## config.mk

```make
export PLATFORM = sky130hd
export DESIGN_NAME = multibank_read_scheduler
export DESIGN_NICKNAME = d
export VERILOG_FILES = /design/src/rtl/multibank_read_scheduler_pkg.sv /design/src/rtl/multibank_read_scheduler_rd_row_fifo.sv /design/src/rtl/multibank_read_scheduler.sv
export SDC_FILE = /design/constraint.sdc
export NUM_CORES = 1
export LEC_CHECK = 0
export CORE_ASPECT_RATIO = 2
export CORE_MARGIN = 4
export CORE_UTILIZATION = 55
export DETAILED_ROUTE_END_ITERATION = 10
export PLACE_DENSITY = 0.76
export SLEW_MARGIN = 5
export SYNTH_ARGS = -nofsm -noshare
export SYNTH_HDL_FRONTEND = slang
export SYNTH_SLANG_ARGS = --single-unit
```

## constraint.sdc

```tcl
create_clock -name clk -period 8.8 [get_ports clk]
set_clock_uncertainty 0.1 [all_clocks]
set_input_delay 0.88 -clock clk [delete_from_list [all_inputs] [get_ports clk]]
set_output_delay 0.88 -clock clk [all_outputs]
set_load 0.01 [all_outputs]
```

## src/rtl/multibank_read_scheduler_pkg.sv

```systemverilog
// Shared types and helpers for the multi-bank read scheduler.
// Optional cmd_mask feature is enabled by defining MULTIBANK_RDSCHED_MASK_EN.
package multibank_read_scheduler_pkg;

    typedef enum logic [1:0] {
        ST_IDLE  = 2'd0,
        ST_ISSUE = 2'd1,
        ST_DRAIN = 2'd2
    } state_e;

    // Ceiling log2 with a floor of 1 so a one-word bank still gets an address bit.
    function automatic int log2_ceil(input int n);
        int r;
        r = 0;
        while ((1 << r) < n) r++;
        return (r < 1) ? 1 : r;
    endfunction

endpackage

```

## src/rtl/multibank_read_scheduler_rd_row_fifo.sv

```systemverilog
// Synchronous row FIFO; head entry is visible combinationally from storage registers.
// count_o includes the head entry and feeds the read-issue credit check.
module rd_row_fifo #(
    parameter int W     = 65,
    parameter int DEPTH = 8
) (
    input  logic                     clk,
    input  logic                     rst,
    input  logic                     push_i,
    input  logic [W-1:0]             din_i,
    input  logic                     pop_i,
    output logic [W-1:0]             dout_o,
    output logic                     valid_o,
    output logic [$clog2(DEPTH):0]   count_o
);
    localparam int PTR_W = $clog2(DEPTH);
    localparam int CNT_W = PTR_W + 1;

    logic [W-1:0]     mem_q [DEPTH];
    logic [PTR_W-1:0] wr_ptr_q, wr_ptr_d, rd_ptr_q, rd_ptr_d;
    logic [CNT_W-1:0] count_q, count_d;
    logic             do_push, do_pop;

    assign do_push = push_i && (count_q != CNT_W'(DEPTH));
    assign do_pop  = pop_i && (count_q != '0);

    always_comb begin
        wr_ptr_d = wr_ptr_q;
        rd_ptr_d = rd_ptr_q;
        count_d  = count_q;
        if (do_push) wr_ptr_d = wr_ptr_q + PTR_W'(1);
        if (do_pop)  rd_ptr_d = rd_ptr_q + PTR_W'(1);
        count_d = count_q + CNT_W'(do_push) - CNT_W'(do_pop);
    end

    always_ff @(posedge clk) begin
        if (rst) begin
            wr_ptr_q <= '0;
            rd_ptr_q <= '0;
            count_q  <= '0;
        end else begin
            wr_ptr_q <= wr_ptr_d;
            rd_ptr_q <= rd_ptr_d;
            count_q  <= count_d;
        end
    end

    always_ff @(posedge clk) begin
        if (do_push) mem_q[wr_ptr_q] <= din_i;
    end

    assign dout_o  = mem_q[rd_ptr_q];
    assign valid_o = (count_q != '0);
    assign count_o = count_q;

endmodule

```

## src/rtl/multibank_read_scheduler.sv

```systemverilog
// Burst read scheduler: lockstep port-B reads across banks into a credit-protected row FIFO.
// Define MULTIBANK_RDSCHED_MASK_EN to add a per-command bank mask input (cmd_mask).
module multibank_read_scheduler
    import multibank_read_scheduler_pkg::*;
#(
    parameter int BANKS      = 4,
    parameter int WIDTH      = 16,
    parameter int DEPTH      = 256,
    parameter int ADDR       = log2_ceil(DEPTH),
    parameter int LEN_W      = ADDR + 1,
    parameter int FIFO_DEPTH = 8
) (
    input  logic                   clk,
    input  logic                   rst,
    input  logic                   cmd_valid,
    output logic                   cmd_ready,
    input  logic [ADDR-1:0]        cmd_addr,
    input  logic [LEN_W-1:0]       cmd_len,
`ifdef MULTIBANK_RDSCHED_MASK_EN
    input  logic [BANKS-1:0]       cmd_mask,
`endif
    output logic [BANKS-1:0]       enb,
    output logic [BANKS*ADDR-1:0]  addrb,
    input  logic [BANKS*WIDTH-1:0] doutb,
    input  logic [BANKS-1:0]       validb,
    output logic                   m_valid,
    input  logic                   m_ready,
    output logic [BANKS*WIDTH-1:0] m_data,
    output logic                   m_last,
    output logic                   busy,
    output logic                   done,
    output logic                   err
);
    localparam int CNT_W = $clog2(FIFO_DEPTH) + 1;
    localparam int ROW_W = BANKS * WIDTH;

    state_e            state_q, state_d;
    logic [ADDR-1:0]   addr_q, addr_d;
    logic [LEN_W-1:0]  rem_q, rem_d, len_q, len_d, push_cnt_q, push_cnt_d;
    logic [BANKS-1:0]  mask_q, mask_d;
    logic [CNT_W-1:0]  inflight_q, inflight_d;
    logic              err_q, err_d, done_q, done_d, last_acc_q, last_acc_d;

    logic [CNT_W-1:0]  fifo_count;
    logic              fifo_valid;
    logic [ROW_W:0]    fifo_dout, push_row;
    logic [ROW_W-1:0]  row_masked;
    logic [BANKS-1:0]  cmd_mask_w, vb_en;
    logic              cmd_fire, credit_ok, issue, capture_gate, push, partial, pop, last_hs;

`ifdef MULTIBANK_RDSCHED_MASK_EN
    assign cmd_mask_w = cmd_mask;
`else
    assign cmd_mask_w = '1;
`endif

    assign cmd_ready = (state_q == ST_IDLE) && !rst;
    assign cmd_fire  = cmd_valid && cmd_ready;

    // Rows already in the FIFO plus reads still in flight may never exceed FIFO space.
    assign credit_ok = ({1'b0, inflight_q} + {1'b0, fifo_count}) < (CNT_W + 1)'(FIFO_DEPTH);
    assign issue     = (state_q == ST_ISSUE) && credit_ok;

    // Gating on inflight drops stale bank responses that land after a reset.
    assign capture_gate = (inflight_q != '0);
    assign vb_en        = validb & mask_q;
    assign push         = capture_gate && (mask_q != '0) && (vb_en == mask_q);
    assign partial      = capture_gate && (vb_en != '0) && (vb_en != mask_q);
    assign pop          = fifo_valid && m_ready;
    assign last_hs      = pop && fifo_dout[ROW_W];

    assign push_row = {(push_cnt_q + LEN_W'(1)) == len_q, row_masked};

    genvar gi;
    generate
        for (gi = 0; gi < BANKS; gi++) begin : g_lane
            assign enb[gi]                        = issue && mask_q[gi];
            assign addrb[gi*ADDR +: ADDR]         = issue ? addr_q : '0;
            assign row_masked[gi*WIDTH +: WIDTH]  = mask_q[gi] ? doutb[gi*WIDTH +: WIDTH] : '0;
            assign m_data[gi*WIDTH +: WIDTH]      = fifo_valid ? fifo_dout[gi*WIDTH +: WIDTH] : '0;
        end
    endgenerate

    always_comb begin
        state_d    = state_q;
        addr_d     = addr_q;
        rem_d      = rem_q;
        len_d      = len_q;
        mask_d     = mask_q;
        done_d     = 1'b0;
        err_d      = err_q | partial;
        inflight_d = inflight_q + CNT_W'(issue) - CNT_W'(push);
        push_cnt_d = push ? (push_cnt_q + LEN_W'(1)) : push_cnt_q;
        last_acc_d = last_acc_q | last_hs;
        case (state_q)
            ST_IDLE: begin
                if (cmd_fire) begin
                    if ((cmd_len == '0) || (cmd_mask_w == '0)) begin
                        done_d = 1'b1;
                    end else begin
                        addr_d     = cmd_addr;
                        rem_d      = cmd_len;
                        len_d      = cmd_len;
                        mask_d     = cmd_mask_w;
                        push_cnt_d = '0;
                        last_acc_d = 1'b0;
                        state_d    = ST_ISSUE;
                    end
                end
            end
            ST_ISSUE: begin
                if (issue) begin
                    addr_d = (addr_q == ADDR'(DEPTH - 1)) ? '0 : addr_q + ADDR'(1);
                    rem_d  = rem_q - LEN_W'(1);
                    if (rem_q == LEN_W'(1)) state_d = ST_DRAIN;
                end
            end
            ST_DRAIN: begin
                // Finish in the cycle the last row is accepted so done lands one cycle later.
                if ((last_acc_q || last_hs) && (inflight_q == '0) &&
                    ((fifo_count - CNT_W'(pop)) == '0)) begin
                    done_d  = 1'b1;
                    state_d = ST_IDLE;
                end
            end
            default: state_d = ST_IDLE;
        endcase
    end

    always_ff @(posedge clk) begin
        if (rst) begin
            state_q    <= ST_IDLE;
            addr_q     <= '0;
            rem_q      <= '0;
            len_q      <= '0;
            mask_q     <= '0;
            inflight_q <= '0;
            push_cnt_q <= '0;
            err_q      <= 1'b0;
            done_q     <= 1'b0;
            last_acc_q <= 1'b0;
        end else begin
            state_q    <= state_d;
            addr_q     <= addr_d;
            rem_q      <= rem_d;
            len_q      <= len_d;
            mask_q     <= mask_d;
            inflight_q <= inflight_d;
            push_cnt_q <= push_cnt_d;
            err_q      <= err_d;
            done_q     <= done_d;
            last_acc_q <= last_acc_d;
        end
    end

    rd_row_fifo #(
        .W     (ROW_W + 1),
        .DEPTH (FIFO_DEPTH)
    ) u_fifo (
        .clk     (clk),
        .rst     (rst),
        .push_i  (push),
        .din_i   (push_row),
        .pop_i   (pop),
        .dout_o  (fifo_dout),
        .valid_o (fifo_valid),
        .count_o (fifo_count)
    );

    assign m_valid = fifo_valid;
    assign m_last  = fifo_valid && fifo_dout[ROW_W];
    assign busy    = (state_q != ST_IDLE);
    assign done    = done_q;
    assign err     = err_q;

endmodule

```

==> out/qor.csv <==
metric,value,unit
status,"complete, no violations",
cell breakdown of the critical path,"buf_4, mux4_2, mux2i_1, nor2_1, clkdlybuf4s50_1",
Total Power,0.007188,W
Max Fclk,205.4,MHz
synthesized instance count,1352,
final hold vios,0,
Die H,301.4,um
deepest clock path buffer count,3,
worst vdd ir,0.1823,mV
Die X,154.7,um
"antenna viol nets, final",0,
Hold Startpoint,len_q[5]$_SDFFE_PP0P_,
GPL Wtd Cong,0.8715,
Rel. slew slack,20.96,%
WL/cell,23.46,um
DRT Wirelength,49210,um
cell area after layout,27630,um2
final setup TNS,0,ns
FP Rows,107,
crit path launch type,register,
Skew-Pair Late Insertion Delay,0.55,ns
# diodes,0,
core area,42570,um2
fillers,2933,
global-route wire length before repair,76710,um
cts bufs inserted,47,
max incr delay on CP,0.95,ns
syn_area_per_cell,17.51,um2
vias in the first global route,13520,
die footprint,46620,um2
Area growth syn-to-layout,16.71,%
"most common cell after layout, fill and taps aside",edfxtp_1,
CTS tree,yes,
Post-DP Area,26010,um2
initial antenna violation count,1,
routed vias/inst,5.900,
Syn Nets,1466,
largest net degree at the start of global routing,75,
r2r worst-path depth,7,
Num Clock Sinks,578,
top_reg_cell synth,edfxtp_1,
total grt overflow,0,
Initial Util,55.60,%
GRT Overall Usage,21.46,%
num ports,195,
RR Startpoint,inflight_q[2]$_SDFF_PP0_,
Final Cycle Share,55.34,%
"Slew Viols, Final",0,
first drt pass iteration count,5,
max cap viols,0,
"Req. time, crit path",7.82,ns
Post-CTS Setup Inserts,0,
"Distinct cells, synth",56,
post-synthesis register bit count,578,
most frequent cells in the layout,"edfxtp_1 (520), clkdlybuf4s50_1 (194), mux4_2 (128)",
CTS Root Cell,clkbuf_16,
"Data arrival, critical path",3.89,ns
share of cells above drive strength 1,15.39,%
iteration-0 DRC count of the detailed router,1020,
"Max stage delay cell, worst path",dfxtp_4,
count of input and output buffers,194,
worst-path maximum fanout,50,
CP endpoint kind,output pin,
WS Path Type,register to output pin,
pre-CTS setup slack,4.234,ns
Syn. warnings,0,
count of final setup violators,0,
Hold Buf Count CTS,0,
sequential fraction of the synthesis area,70.87,%
Final Core Density,64.89,%
Final Worst Setup Slack,3.930,ns
worst hold path depth,2,
minimum clock period,4.870,ns
# H-tree levels,2,
DR vias,12380,
clk slew on worst S/H paths,0.07,ns
worst-margin pin slew,1.186,ns
DP HPWL,28460,um
Hold Path Class,register to register,
"FFs w/ async S/R, synth",0,%
"EDFF count, synth",520,
Pwr per Cell Area,260.2,nW/um2
P_leak,8.833,nW
nets@finish,1629,
mapped cell area,23670,um2
CTS resizes,0,
DR DRC count,0,
RSZ-0062 raised after global routing,false,
final cells by class:
type,count,area [um2],area share (%)
Sequential cell,578,16790,60.77
Multi-Input combinational cell,653,6370,23.06
Timing Repair Buffer,213,2085,7.545
Clock buffer,58,1247,4.515
Tap cell,545,681.9,2.468
Clock inverter,29,371.6,1.345
Inverter,22,82.58,0.2989
power breakdown:
part           internal (W)  total [W]  leakage [nW]  switching [W]
logic              0.000982    0.00185          2.79       0.000866
registers           0.00303    0.00316          5.27       0.000130
clock network       0.00125    0.00218         0.770       0.000933
cell families (layout without fill, tap and decap cells):
| kind of cell | Yosys count | count (layout) | synth area share [%] |
|---|---|---|---|
| xor+xnor | 27 | 27 | 0.9991 |
| compound gates | 92 | 92 | 2.622 |
| mux | 200 | 200 | 15.22 |
| simple gates | 309 | 309 | 6.428 |
| buf+inv | 121 | 322 | 2.469 |
| flops | 578 | 578 | 70.87 |
| fa+ha+maj | 25 | 25 | 1.385 |
stage by stage:
stage / instances / hold WS [ns]
2_1_floorplan: 1352 / 0.3272
3_3_place_gp: 2011 / 0.3470
3_5_place_dp: 2011 / 0.3610
4_1_cts: 2098 / 0.3707
5_1_grt: 2098 / 0.3939
6_report: 2098 / 0.3671
critical path, delay by kind of cell, from the launching register on:
family / cells / cell delay, ns
buf+inv: 2 / 1.43
flops: 1 / 0.95
mux: 2 / 0.83
simple gates: 1 / 0.09
layer usage:
metal | track usage [%] | wire length (um)
met5 | 0 | 8
met4 | 7.072 | 1466
met3 | 3.231 | 2552
met2 | 39.41 | 27110
met1 | 25.84 | 18080
cell usage after synthesis, drive strengths merged (3+ instances only):
library cell / number / share of area (%)
ha: 23 / 1.2
edfxtp: 520 / 66
buf: 56 / 1.4
a31oi: 5 / 0.13
a211oi: 7 / 0.24
dfxtp: 58 / 4.9
nand2: 54 / 0.86
nor3b: 5 / 0.16
mux2i: 72 / 3.0
a21oi: 32 / 0.68
xnor2: 15 / 0.56
nand3: 7 / 0.15
xor2: 12 / 0.44
a211o: 3 / 0.11
nor4: 4 / 0.17
inv: 22 / 0.35
a22oi: 5 / 0.16
a21o: 3 / 0.095
nor2: 119 / 1.9
nor3: 9 / 0.21
nor2b: 10 / 0.26
or4: 3 / 0.11
mux4: 128 / 12
and3: 6 / 0.16
o31ai: 3 / 0.095
nand2b: 7 / 0.19
o21ai: 17 / 0.36
nand4: 5 / 0.13
and2: 74 / 2.0
clkbuf: 43 / 0.68
worst paths after layout:
kind | endpoint | slack, ns
setup / recovery | m_data[12] | 3.93
hold / removal | len_q[5]$_SDFFE_PP0P_ | 0.37
setup reg to reg | u_fifo.mem_q[7][4]$_DFFE_PP_ | 4.93
hold reg to reg | len_q[5]$_SDFFE_PP0P_ | 0.37
registers in the layout, summed over array words and instances (netlist names), 4 cells and up, named ones only:
signal / cells
u_fifo.count_o: 4
push_cnt_q: 9
addr_q: 8
inflight_q: 4
rem_q: 9
len_q: 9
u_fifo.mem_q: 520
Note: power is estimated with default switching activity, not from simulation.
